`src/rtl/alu_pkg.sv`:
```
// Shared definitions for the registered ALU: opcode encoding, flag bit positions
// and the controller state encoding.
package alu_pkg;

    typedef enum logic [2:0] {
        OP_ADD = 3'b000,
        OP_SUB = 3'b001,
        OP_AND = 3'b010,
        OP_OR  = 3'b011,
        OP_XOR = 3'b100,
        OP_ADC = 3'b101,
        OP_SBB = 3'b110,
        OP_MUL = 3'b111
    } op_e;

    localparam int FLG_Z = 3;
    localparam int FLG_N = 2;
    localparam int FLG_C = 1;
    localparam int FLG_V = 0;

    // Two-bit encoding leaves spare codes; the controller maps them back to IDLE.
    typedef enum logic [1:0] {
        IDLE     = 2'b00,
        MUL_BUSY = 2'b01
    } state_e;

endpackage

```
`src/rtl/alu_mul_seq.sv`:
```
// Iterative shift-add unsigned multiplier: one partial product per cycle, WIDTH cycles
// per operation. prod is valid in the cycle where done is high.
module alu_mul_seq
    import alu_pkg::*;
#(
    parameter int WIDTH = 8
) (
    input  logic                 clk,
    input  logic                 rst_n,
    input  logic                 start,
    input  logic [WIDTH-1:0]     a,
    input  logic [WIDTH-1:0]     b,
    output logic                 done,
    output logic [2*WIDTH-1:0]   prod
);

    localparam int CW = $clog2(WIDTH + 1);

    logic [2*WIDTH-1:0] acc;
    logic [2*WIDTH-1:0] mcand;
    logic [2*WIDTH-1:0] acc_next;
    logic [WIDTH-1:0]   mplier;
    logic [CW-1:0]      cnt;
    logic               busy;

    assign acc_next = mplier[0] ? (acc + mcand) : acc;

    always_ff @(posedge clk or negedge rst_n) begin
        if (!rst_n) begin
            acc    <= '0;
            mcand  <= '0;
            mplier <= '0;
            cnt    <= '0;
            busy   <= 1'b0;
        end else if (start) begin
            acc    <= '0;
            mcand  <= {{WIDTH{1'b0}}, a};
            mplier <= b;
            cnt    <= CW'(WIDTH);
            busy   <= 1'b1;
        end else if (busy) begin
            acc    <= acc_next;
            mcand  <= mcand << 1;
            mplier <= mplier >> 1;
            cnt    <= cnt - 1'b1;
            if (cnt == CW'(1)) begin
                busy <= 1'b0;
            end
        end
    end

    // The final partial product is folded in combinationally so the owner can
    // register the full product on the last step edge.
    assign done = busy && (cnt == CW'(1));
    assign prod = acc_next;

endmodule

```
`src/rtl/alu_seq.sv`:
```
// Registered WIDTH-bit ALU with persistent Z/N/C/V flags, valid/ready on both sides and
// an iterative multiply. Define ALU_SAT_EN to saturate ADD/ADC/SUB/SBB on signed overflow.
module alu_seq
    import alu_pkg::*;
#(
    parameter int WIDTH = 8,
    parameter int OPW   = 3
) (
    input  logic             clk,
    input  logic             rst_n,
    input  logic             in_valid,
    output logic             in_ready,
    input  logic [WIDTH-1:0] a,
    input  logic [WIDTH-1:0] b,
    input  logic [OPW-1:0]   op,
    output logic             out_valid,
    input  logic             out_ready,
    output logic [WIDTH-1:0] y,
    output logic [3:0]       flags
);

    // Handshake: a transfer happens on a rising edge where valid && ready are both high;
    // the producer holds its data stable from raising valid until that edge.
    state_e             state;
    logic               accept;
    logic               start_mul;
    logic               mul_done;
    logic [2*WIDTH-1:0] prod;

    logic [WIDTH:0]     ext_a, ext_b, ext_c, res;
    logic               c_out, v_out;
    logic [WIDTH-1:0]   alu_y, mul_y;
    logic [3:0]         alu_flags, mul_flags;

    assign in_ready  = rst_n && (state == IDLE) && (!out_valid || out_ready);
    assign accept    = in_valid && in_ready;
    assign start_mul = accept && (op_e'(op) == OP_MUL);

    alu_mul_seq #(.WIDTH(WIDTH)) u_mul (
        .clk   (clk),
        .rst_n (rst_n),
        .start (start_mul),
        .a     (a),
        .b     (b),
        .done  (mul_done),
        .prod  (prod)
    );

    always_comb begin
        ext_a = {1'b0, a};
        ext_b = {1'b0, b};
        ext_c = {{WIDTH{1'b0}}, flags[FLG_C]};
        res   = '0;
        c_out = 1'b0;
        v_out = 1'b0;
        case (op_e'(op))
            OP_ADD, OP_ADC: begin
                res   = (op_e'(op) == OP_ADC) ? (ext_a + ext_b + ext_c) : (ext_a + ext_b);
                c_out = res[WIDTH];
                v_out = (a[WIDTH-1] == b[WIDTH-1]) && (res[WIDTH-1] != a[WIDTH-1]);
            end
            OP_SUB, OP_SBB: begin
                res   = (op_e'(op) == OP_SBB) ? (ext_a - ext_b - ext_c) : (ext_a - ext_b);
                c_out = res[WIDTH];
                v_out = (a[WIDTH-1] != b[WIDTH-1]) && (res[WIDTH-1] != a[WIDTH-1]);
            end
            OP_AND:  res = {1'b0, a & b};
            OP_OR:   res = {1'b0, a | b};
            OP_XOR:  res = {1'b0, a ^ b};
            default: res = '0;
        endcase
        alu_y = res[WIDTH-1:0];
`ifdef ALU_SAT_EN
        // Overflow direction follows the sign of a for both add and subtract.
        if (v_out) begin
            alu_y = a[WIDTH-1] ? {1'b1, {(WIDTH-1){1'b0}}} : {1'b0, {(WIDTH-1){1'b1}}};
        end
`else
`endif
        alu_flags        = '0;
        alu_flags[FLG_Z] = (alu_y == '0);
        alu_flags[FLG_N] = alu_y[WIDTH-1];
        alu_flags[FLG_C] = c_out;
        alu_flags[FLG_V] = v_out;

        mul_y            = prod[WIDTH-1:0];
        mul_flags        = '0;
        mul_flags[FLG_Z] = (mul_y == '0);
        mul_flags[FLG_N] = mul_y[WIDTH-1];
        mul_flags[FLG_C] = |prod[2*WIDTH-1:WIDTH];
        mul_flags[FLG_V] = |prod[2*WIDTH-1:WIDTH];
    end

    always_ff @(posedge clk or negedge rst_n) begin
        if (!rst_n) begin
            state     <= IDLE;
            out_valid <= 1'b0;
            y         <= '0;
            flags     <= '0;
        end else begin
            if (out_valid && out_ready) begin
                out_valid <= 1'b0;
            end
            case (state)
                IDLE: begin
                    if (start_mul) begin
                        state <= MUL_BUSY;
                    end else if (accept) begin
                        y         <= alu_y;
                        flags     <= alu_flags;
                        out_valid <= 1'b1;
                    end
                end
                MUL_BUSY: begin
                    if (mul_done) begin
                        y         <= mul_y;
                        flags     <= mul_flags;
                        out_valid <= 1'b1;
                        state     <= IDLE;
                    end
                end
                default: state <= IDLE;
            endcase
        end
    end

endmodule

```
`config.mk`:
```
export PLATFORM = sky130hd
export DESIGN_NAME = alu_seq
export DESIGN_NICKNAME = d
export VERILOG_FILES = /design/src/rtl/alu_pkg.sv /design/src/rtl/alu_mul_seq.sv /design/src/rtl/alu_seq.sv
export SDC_FILE = /design/constraint.sdc
export NUM_CORES = 1
export LEC_CHECK = 0
export ABC_AREA = 1
export BUFFER_PORTS_ARGS = -buffer_cell sky130_fd_sc_hd__clkbuf_2
export CORE_MARGIN = 2
export CORE_UTILIZATION = 53
export DETAILED_ROUTE_END_ITERATION = 7
export PLACE_DENSITY = 0.67
export SLEW_MARGIN = 20
export SYNTH_ARGS = -nofsm -noshare
export SYNTH_HDL_FRONTEND = slang
export SYNTH_SLANG_ARGS = --single-unit
export TNS_END_PERCENT = 100
```
`constraint.sdc`:
```
create_clock -name clk -period 2.4 [get_ports clk]
set_input_delay 0.24 -clock clk [delete_from_list [all_inputs] [get_ports clk]]
set_output_delay 0.24 -clock clk [all_outputs]
set_load 0.01 [all_outputs]
```
==> summary.md, run 1 <==
| Metric | Value |
|---|---|
| Run status | finished clean |
| Maxcap violations | 0 |
| Most frequent cells in the layout | nand2_1, inv_1, nand3_1 |
| Die area | around 11000 um2 |
| Largest net degree at the start of global routing | a little under 60 |
| N_diodes | 0 |
| Worst setup path class | reg -> reg |
| Crit path max fanout | 4 |
| Highest clock rate | ~420 MHz |
| Vias in the first global route | between 5000 and 6000 |
| Rows | 36 |
| Crit-path cells | ha_2 > fa_2 > nand3_2 > nand2_2 > nand2_2 > nand2_2 > nand2_2 > nand2_1 > nand2_1 > nand3_1 > nand2_1 > nand2_1 > nor2_2 > nand2_1 > a21oi_2 > a21oi_1 |
| Mapped Nets | 853 |
| H-tree depth | 3 |
| Clock latency on the worst-skew pair | between 0.3 and 0.4 ns |
| Synth top area share | 0.2733 |
| Drt total wl | 15300 um |
| Critical path required time | 2.63 ns |
| Nets | 931 |
| Final setup TNS | 0 ns |
| Initial Utilization | 0.5458 |
| Drc violations | 0 |
| Final worst path period share | 0.9890 |
| Clock Tree Root | clkbuf_8 |
| Post-synth ARST share | 1.000 |
| Core Footprint | ~9700 um2 |
| Post-synthesis register bit count | 58 |
| Most common cell after layout, fill and taps aside | nand2_1 |
| Mapped Cells | 782 |
| Post-route insts no fill | roughly 1000 |
| Layout cells sized above 1 | 0.2049 |
| Clk buf depth | 2 |
| CTS tree | built |
| Die height | approximately 100 um |
| Grt ovf | 0 |
| Die width | between 100 and 150 um |
| Synth top area cells | dfrtp_1, nand2_1, ha_1 |
| Clock-pin slew on the worst setup and hold paths | approximately 0.07 ns |
| Worst Hold Class | in -> reg |
| Final Setup Violations | 0 |
| Max Clock Skew | between 0.01 and 0.015 ns |
| Gr usage total | 0.2936 |
| Startpoint Class | flop |
| DR vias | around 5400 |
| Synth area leader | dfrtp_1 |
| Maximum vdd ir drop | between 0.0004 and 0.0005 V |
| EDFF count, synth | 0 |
| DR iter-0 viols | around 360 |
| Syn Area/Cell | 6.790 um2 |
| Pwr Total | around 0.0057 W |
| First-pass GRT wire length | approximately 26000 um |
| PwrDens | about 930 nW/um2 |
| Inserted Clock Buffers | 9 |
| Rel. slew slack | 0.5014 |
| Wire per inst | ~15 um |
| DP Area | roughly 6000 um2 |
| Crit-path slowest cell | fa_2 |
| I/O pin total | 37 |
| P&R area growth vs syn | 16.28% |
| Critical path's top delay family | simple AND/OR/NAND/NOR gates |
| IO Port Bufs | 36 |
| Leak Pwr | roughly 3.4 nW |
| Design area | 6175 um2 |
| Clk sinks | 58 |
| Initial antenna violation count | 0 |
| Worst Path Buf+Inv | 0 |
| CP Data Arrival Time | about 2.6 ns |
| Yosys Warn Count | 0 |
| Crit-path max cell delay | between 0.4 and 0.5 ns |
| DRT antenna net count | 0 |
| Hold Vio Cnt, Final | 0 |
| Yosys cell types | 47 |
| Drt pass-1 iters | 5 |
| CP endpoint kind | flop |
| Post-synthesis sequential area ratio | 0.2733 |
| Final Util | 0.6346 |
| Final worst path period need | 2.374 ns |
| Inst Count DP | 974 |
| Netlist Area Pre-Place | 5310 um2 |
| Worst-Margin Slew | around 0.75 ns |
| RD Place Congestion | roughly 0.90 |
| RSZ-0062 raised after global routing | true |
| DR vias/cell | about 5.4 |
| Main synth FF type | dfrtp_1 |
| Dpl hpwl | approximately 12000 um |
| Top cell by count, worst path | nand2_1 |
| Slew Limit Fails | 0 |
## registers in the layout (all words and copies together) (netlist names), 4 cells and up
| register | cells |
|---|---|
| y | 7 |
| u_mul.cnt | 4 |
| u_mul.mcand | 16 |
| u_mul.acc | 16 |
| u_mul.mplier | 8 |
| flags | 4 |
## per-layer routing
layer	track usage	vias up	routed length (um)
met4	0.1515	0	678
met3	0.02945	42	512
met1	0.3435	2549	6327
li1	-	2666	-
met5	0	-	0
met2	0.5305	137	7785
## cells in the mapped netlist (all sizes together), types with 5 or more instances
master	instances
xor2	5
o21ai	36
clkbuf	6
o221ai	6
buf	13
ha	45
nand2	256
nor2	54
nand4	13
inv	130
o22ai	23
nand3	66
a21oi	34
o211ai	6
dfrtp	58
## stage by stage
step | hold slack [ns] | setup slack (ns)
after floorplan | -0.05559 | 0.2455
after global placement | 0.4567 | -0.08207
after detailed placement | 0.4650 | -0.1211
after CTS | 0.09455 | 0.05310
after global routing | 0.1111 | -0.1618
final | 0.09789 | 0.02635
## final timing paths
kind	start	endpoint	slack, ns	cells past startpoint
setup / recovery	u_mul.acc[0]$_DFFE_PN0P_	flags[1]$_DFFE_PN0P_	0.03	16
hold / removal	out_ready	out_valid$_DFF_PN0_	0.1	2
setup reg to reg	u_mul.acc[0]$_DFFE_PN0P_	flags[1]$_DFFE_PN0P_	0.03	16
hold reg to reg	u_mul.mplier[1]$_DFFE_PN0P_	u_mul.mplier[0]$_DFFE_PN0P_	0.49	2
max in group asynchronous	rst_n	u_mul.mcand[1]$_DFFE_PN0P_	1.67	2
min in group asynchronous	rst_n	u_mul.cnt[1]$_DFFE_PN0P_	0.19	2
## area by class of cell
class	count	area [um2]
clock buffer	12	155.1
clock inverter	3	15.01
sequential	58	1453
multi-input combinational	573	3332
timing repair buffer	86	555.5
inverter	132	498.0
tap	133	166.4
fill	943	3555
## logic make-up (layout without fill, tap and decap cells)
group                    after synthesis  in the layout  synth area share
AO/OA/AOI/OAI                        115            115            0.1322
adder cells (fa/ha/maj)               48             48            0.1173
AND/OR/NAND/NOR                      403            403            0.3494
buffers and inverters                151            233            0.1162
flip-flops                            58             58            0.2733
XOR/XNOR                               7              7           0.01155
## power breakdown
part           internal (W)  switching (W)
clock network      0.000420       0.000392
registers           0.00136       0.000312
logic               0.00129        0.00197
total               0.00307        0.00267
## repair_timing
item / in CTS / in global routing
setup buffers: 0 / 8
gates resized for setup: 3 / 18
endpoints found under the setup margin: 2 / 4
hold buffers: 0 / 0
pin swaps: 0 / 13
(Power assumes the default switching activity.)
==> run 2: changes to the inputs <==
--- a/config.mk
+++ b/config.mk
@@ -7,10 +7,12 @@
 export LEC_CHECK = 0
 export ABC_AREA = 1
 export BUFFER_PORTS_ARGS = -buffer_cell sky130_fd_sc_hd__clkbuf_2
+export CELL_PAD_IN_SITES_DETAIL_PLACEMENT = 0
+export CELL_PAD_IN_SITES_GLOBAL_PLACEMENT = 1
 export CORE_MARGIN = 2
-export CORE_UTILIZATION = 53
+export CORE_UTILIZATION = 45
 export DETAILED_ROUTE_END_ITERATION = 7
-export PLACE_DENSITY = 0.67
+export PLACE_DENSITY = 0.78
 export SLEW_MARGIN = 20
 export SYNTH_ARGS = -nofsm -noshare
 export SYNTH_HDL_FRONTEND = slang
==> run 2 against run 1 <==
Against the previous run:
- combinational power barely moved
- register-to-register slack gained 0.15 ns
- global-route usage down 4.1 points
- critical path depth shrank 4
- sequential share of layout area down 0.84 points
- wire length is 1.1% higher
- die area grew 17%
- non-clock buffer count rose by 7
- clock-buffer cell count decreased by 2
- via count shrank 2.3%
- hold slack got worse by 0.010 ns
- critical path type unchanged
- critical endpoint is now flags[3]$_DFFE_PN0P_
- largest cell class unchanged
- highest routed layer unchanged
==> summary.md, run 2 (synthesis gave the netlist of run 1 again) <==
| Metric | Value |
|---|---|
| Run status | finished clean |
| Core Footprint | ~11000 um2 |
| Clk sinks | 58 |
| RSZ-0062 raised after global routing | false |
| N_diodes | 0 |
| Die height | between 100 and 150 um |
| Hold Vio Cnt, Final | 0 |
| Drt pass-1 iters | 4 |
| CP Data Arrival Time | between 2 and 2.5 ns |
| CP endpoint kind | flop |
| Worst Hold Class | in -> async |
| Clock latency on the worst-skew pair | ~0.32 ns |
| R2R Setup Slk | 0.17 ns |
| Final worst path period share | 0.9285 |
| FF-to-FF Start | u_mul.mcand[0]$_DFFE_PN0P_ |
| Layout cells sized above 1 | 0.2144 |
| Grt ovf | 0 |
| Crit path max fanout | 4 |
| H-tree depth | 3 |
| Final Setup Violations | 0 |
| Hold Slack | roughly 0.088 ns |
| Clock-pin slew on the worst setup and hold paths | 0.05 ns |
| Most frequent cells in the layout | nand2_1, inv_1, nand3_1, dfrtp_1, buf_4 |
| Most common cell after layout, fill and taps aside | nand2_1 |
| P&R area growth vs syn | 20.50% |
| DR vias | between 5000 and 6000 |
| Final worst path period need | 2.228 ns |
| Regs by FF count | u_mul.acc x16, u_mul.mcand x16, u_mul.mplier x8 |
| First-pass GRT wire length | about 26000 um |
| Inserted Clock Buffers | 9 |
| R2r worst-path depth | 12 |
| Slew Limit Fails | 0 |
| Final WS setup | around 0.17 ns |
| Drt total wl | 15470 um |
| Leak Pwr | 3.464 nW |
| Drc violations | 0 |
| Maxcap violations | 0 |
| Clk buf depth | 2 |
| Max Clock Skew | about 0.0063 ns |
| Worst-Margin Slew | 0.7443 ns |
| Inst Count DP | 999 |
| Highest clock rate | 448.8 MHz |
| Maximum vdd ir drop | between 0.0004 and 0.0005 V |
| DRT antenna net count | 0 |
| Gr usage total | 0.2523 |
| Worst setup path class | reg -> reg |
| Pre-CTS setup slack | -0.1457 ns |
| RD Place Congestion | 0.9009 |
| Clock Tree Root | clkbuf_16 |
| FF-to-FF End | flags[3]$_DFFE_PN0P_ |
| Post-route insts no fill | roughly 1000 |
| Rows | 39 |
| Die area | 12690 um2 |
| Startpoint Class | flop |
| Initial antenna violation count | 0 |
| Fillers | about 1200 |
| DR iter-0 viols | between 200 and 300 |
| IO Port Bufs | 36 |
| Rel. slew slack | 0.5038 |
| Critical path required time | roughly 2.6 ns |
| Dpl hpwl | 12700 um |
| Final setup TNS | 0 ns |
| I/O pin total | 37 |
| DR vias/cell | a little over 5 |
| PwrDens | ~970 nW/um2 |
| CTS tree | built |
| Nets | around 940 |
| Largest net degree at the start of global routing | 59 |
| Die width | 112.6 um |
| Initial Utilization | 0.4631 |
| Vias in the first global route | ~5200 |
| Wire per inst | about 15 um |
[run 2: changes by cell type in the layout (fill, tap and decap cells not counted), moves of 3 or more]
cell | before | now
ha_1 | 39 | 35
o21ai_0 | 26 | 23
ha_4 | 4 | 8
clkbuf_8 | 11 | 1
buf_4 | 50 | 57
o21ai_1 | 8 | 11
clkbuf_16 | 0 | 9
[run 2: how the worst max path moves through the flow]
| stage | startpoint | to | depth (start not counted) |
|---|---|---|---|
| final | u_mul.mcand[0]$_DFFE_PN0P_ | flags[3]$_DFFE_PN0P_ | 12 |
| after global routing | u_mul.mcand[0]$_DFFE_PN0P_ | flags[3]$_DFFE_PN0P_ | 12 |
| after CTS | u_mul.mcand[0]$_DFFE_PN0P_ | flags[3]$_DFFE_PN0P_ | 12 |
| after detailed placement | b[0] | y[4]$_DFFE_PN0P_ | 13 |
| after global placement | b[0] | flags[3]$_DFFE_PN0P_ | 14 |
| after floorplan | a[0] | flags[2]$_DFFE_PN0P_ | 17 |
[run 2: worst max-delay path, cell delays in order (launching register included)]
cell and delay, ns:
dfrtp_1 0.38, ha_1 0.23, fa_2 0.36, nand3_1 0.09
nand2_2 0.09, nand2_1 0.07, nand2_1 0.07, buf_4 0.14
xnor2_1 0.12, o21ai_1 0.24, nor2_1 0.09, a21oi_1 0.18
a21oi_2 0.07
[run 2: layer usage]
metal	part of all wire	vias up	wire, um	track usage
met5	0	-	0	0
met4	0.029	0	448	0.09106
met3	0.025	25	382	0.03510
met2	0.50	79	7753	0.4419
met1	0.45	2468	6889	0.3168
li1	-	2697	-	-
[run 2: final cells by class]
| class | instances | area (um2) | share of cell area |
|---|---|---|---|
| well taps | 143 | 178.9 | 0.02796 |
| inverters | 132 | 498.0 | 0.07783 |
| clock inverters | 6 | 42.54 | 0.006648 |
| clock buffers | 10 | 239.0 | 0.03735 |
| multi-input cells | 573 | 3381 | 0.5284 |
| repair buffers | 93 | 608.1 | 0.09503 |
| flip-flops and latches | 58 | 1451 | 0.2268 |
[run 2: where the power goes]
group / internal (W) / switching (W) / leakage [nW] / total [W]
registers: 0.00137 / 0.000350 / 0.759 / 0.00172
clock network: 0.000725 / 0.000457 / 0.134 / 0.00118
logic: 0.00134 / 0.00195 / 2.57 / 0.00328
[run 2: stage by stage]
step	instance area [um2]	util	power, W
6_report	6399	0.5580	0.006180
3_3_place_gp	5978	0.5213	0.004744
2_1_floorplan	5310	-	0.003666
4_1_cts	6265	0.5463	0.006006
5_1_grt	6399	0.5580	0.006698
3_5_place_dp	5978	0.5213	0.004792
[run 2: timing repair]
action                     CTS  global route
pin swaps                    0             2
setup endpoints to repair    1             4
setup buffers                0             0
resized for setup            1            26
hold buffers                 0             0
==> run 3: changes to the inputs <==
--- a/config.mk
+++ b/config.mk
@@ -12,6 +12,7 @@
 export CORE_MARGIN = 2
 export CORE_UTILIZATION = 45
 export DETAILED_ROUTE_END_ITERATION = 7
+export GPL_TIMING_DRIVEN = 0
 export PLACE_DENSITY = 0.78
 export SLEW_MARGIN = 20
 export SYNTH_ARGS = -nofsm -noshare
==> constraint.sdc (replaced) <==
create_clock -name clk -period 2.4 [get_ports clk]
set_input_delay 0.48 -clock clk [delete_from_list [all_inputs] [get_ports clk]]
set_output_delay 0.48 -clock clk [all_outputs]
set_load 0.01 [all_outputs]
==> run 3 against run 2 <==
Against the previous run:
- the run now ends with negative setup slack left
- final cell count decreased by 2.5%
- setup slack got worse by 0.19 ns
- critical path depth up 2
- sequential share of layout area about the same
- die area unchanged
- clock-buffer cell count increased by 1
- fmax fell by 7.7%
- clock power increased by 7%
- design area rose by 0.14%
- hold slack better by 0.077 ns
- power shrank 1.0%
- via count fell by 0.44%
- largest cell class unchanged
==> summary.md, run 3 (synthesis gave the netlist of run 1 again) <==
| Metric | Value |
|---|---|
| Rel. slew slack | 0.5698 |
| Clock Tree Root | clkbuf_16 |
| I/O pin total | 37 |
| Max Clock Skew | around 0.0094 ns |
| Maxcap violations | 0 |
| Die height | about 110 um |
| Int Pwr | approximately 0.0033 W |
| Wire per inst | 16.00 um |
| Hold Slack | 0.1647 ns |
| Final worst path period need | roughly 2.4 ns |
| First-pass GRT wire length | approximately 26000 um |
| Post-route insts no fill | between 900 and 1000 |
| Worst-Margin Slew | 0.6419 ns |
| Final worst path period share | 1.006 |
| RD Place Congestion | about 0.89 |
| Slew Limit Fails | 0 |
| DR vias/cell | between 5 and 6 |
| Clk buf depth | 2 |
| Net Sw Frac | 0.4550 |
| Grt ovf | 0 |
| N_diodes | 0 |
| Most common cell after layout, fill and taps aside | nand2_1 |
| Drt pass-1 iters | 5 |
| Failing checks | negative setup slack |
| Critical path required time | ~2.7 ns |
| DR vias | 5246 |
| DR iter-0 viols | between 200 and 300 |
| Most frequent cells in the layout | nand2_1, inv_1, dfrtp_1 |
| Gr usage total | 0.2558 |
| Crit path max fanout | 3 |
| Clock-pin slew on the worst setup and hold paths | roughly 0.050 ns |
| Clk sinks | between 50 and 60 |
| Run status | complete, but fails checks |
| Startpoint Class | primary input |
| Regs by FF count | u_mul.acc x16, u_mul.mcand x16, u_mul.mplier x8 |
| Layout cells sized above 1 | 0.2208 |
| Final Setup Violations | 2 |
| R2R Setup Slk | 0.02 ns |
| CP endpoint kind | flop |
| Switching power | between 0.002 and 0.003 W |
| Die width | roughly 110 um |
| Leak Pwr | 3.398 nW |
| Nets | approximately 910 |
| DRT antenna net count | 0 |
| P&R area growth vs syn | 20.66% |
| Vias in the first global route | ~5100 |
| Die area | 12690 um2 |
| Worst Hold Class | in -> async |
| IO Port Bufs | 34 |
| Hold Vio Cnt, Final | 0 |
| Inst Count DP | between 900 and 1000 |
| Highest clock rate | between 400 and 500 MHz |
| Clock latency on the worst-skew pair | between 0.3 and 0.4 ns |
| Dpl hpwl | around 12000 um |
| Drt total wl | 15840 um |
| Final WS setup | -0.01462 ns |
| Initial antenna violation count | 0 |
| Core Footprint | ~11000 um2 |
| Register share of total power | 0.276 |
| Rows | 39 |
| PwrDens | between 900 and 1000 nW/um2 |
| Gate power share | 0.517 |
| Initial Utilization | 0.4631 |
| RSZ-0062 raised after global routing | true |
| Worst setup path class | in -> reg |
| Fillers | around 1100 |
| CP Data Arrival Time | ~2.7 ns |
| Maximum vdd ir drop | 0.0005924 V |
| Clock network power share | 0.207 |
| Inserted Clock Buffers | 9 |
| Largest net degree at the start of global routing | 54 |
| Drc violations | 0 |
| H-tree depth | 3 |
| CTS tree | built |
==> run 3: changes by cell type in the layout (fill, tap and decap cells not counted), moves of 5 or more <==
cell / delta
buf_4: -39
a21oi_1: -5
clkbuf_1: +6
o21ai_1: -6
inv_2: +6
nand2_2: +5
inv_1: -7
nand2_1: -8
==> run 3: final cells by class <==
| type | count | area (um2) | share of cell area |
|---|---|---|---|
| Multi-Input combinational cell | 573 | 3520 | 0.5493 |
| Sequential cell | 58 | 1451 | 0.2265 |
| Inverter | 132 | 501.7 | 0.07830 |
| Timing Repair Buffer | 49 | 336.6 | 0.05253 |
| Clock buffer | 11 | 242.7 | 0.03788 |
| Tap cell | 143 | 178.9 | 0.02792 |
| Buffer | 19 | 122.6 | 0.01914 |
| Clock inverter | 5 | 53.80 | 0.008397 |
==> run 3: critical path, stage by stage <==
cell and delay, ns:
clkbuf_16 0.13, ha_4 0.16, fa_2 0.59, ha_4 0.16
nand2_4 0.05, nor2_4 0.10, nand3_2 0.10, nor2_4 0.12
nand3_2 0.10, nand3_2 0.08, nand4_1 0.20, nor2_1 0.20
nand2_2 0.08, a21oi_2 0.11
==> run 3: routing by layer <==
metal	global-route usage	part of all wire	vias up
met4	0.09675	0.031	0
met2	0.4475	0.50	111
met3	0.03240	0.028	33
met5	0	0	-
li1	-	-	2640
met1	0.3214	0.44	2462
==> run 3: what timing repair did <==
| item | CTS | global route |
|---|---|---|
| endpoints found under the hold margin | 6 | 0 |
| buffers inserted | 8 | 5 |
| endpoints found under the setup margin | 9 | 22 |
| pin swaps | 22 | 24 |
| hold buffers | 1 | 0 |
| resized for setup | 45 | 33 |
==> run 3: metrics by stage <==
stage / total power [W] / cell area, um2 / setup slack [ns] / util / TNS, ns
final: 0.006116 / 6407 / -0.01462 / 0.5588 / -0.02271
after CTS: 0.005992 / 6236 / -0.04753 / 0.5438 / -0.05505
after detailed placement: 0.004588 / 5689 / -0.5978 / 0.4961 / -12.52
after global placement: 0.004520 / 5659 / -1.079 / 0.4935 / -51.44
after global routing: 0.006621 / 6407 / -0.1476 / 0.5588 / -0.5677
after floorplan: 0.003666 / 5310 / 0.005497 / - / 0
==> run 3: power by group through the flow <==
stage	clock network (W)	registers (W)	logic, W
2_1_floorplan	0	0.00162	0.00205
3_3_place_gp	0	0.00166	0.00286
3_5_place_dp	0	0.00168	0.00290
4_1_cts	0.00128	0.00167	0.00304
5_1_grt	0.00133	0.00173	0.00356
6_report	0.00126	0.00169	0.00316
==> run 3: final timing paths <==
kind                                       startpoint                         to  cells after the start
setup / recovery                                 b[0]       flags[3]$_DFFE_PN0P_                     14
hold / removal                                  rst_n   u_mul.cnt[1]$_DFFE_PN0P_                      2
setup reg to reg           u_mul.mcand[3]$_DFFE_PN0P_       flags[0]$_DFFE_PN0P_                     16
hold reg to reg                      y[1]$_DFFE_PN0P_           y[1]$_DFFE_PN0P_                      2
max in group asynchronous                       rst_n  u_mul.acc[12]$_DFFE_PN0P_                      2
min in group clk                            out_ready        out_valid$_DFF_PN0_                      2
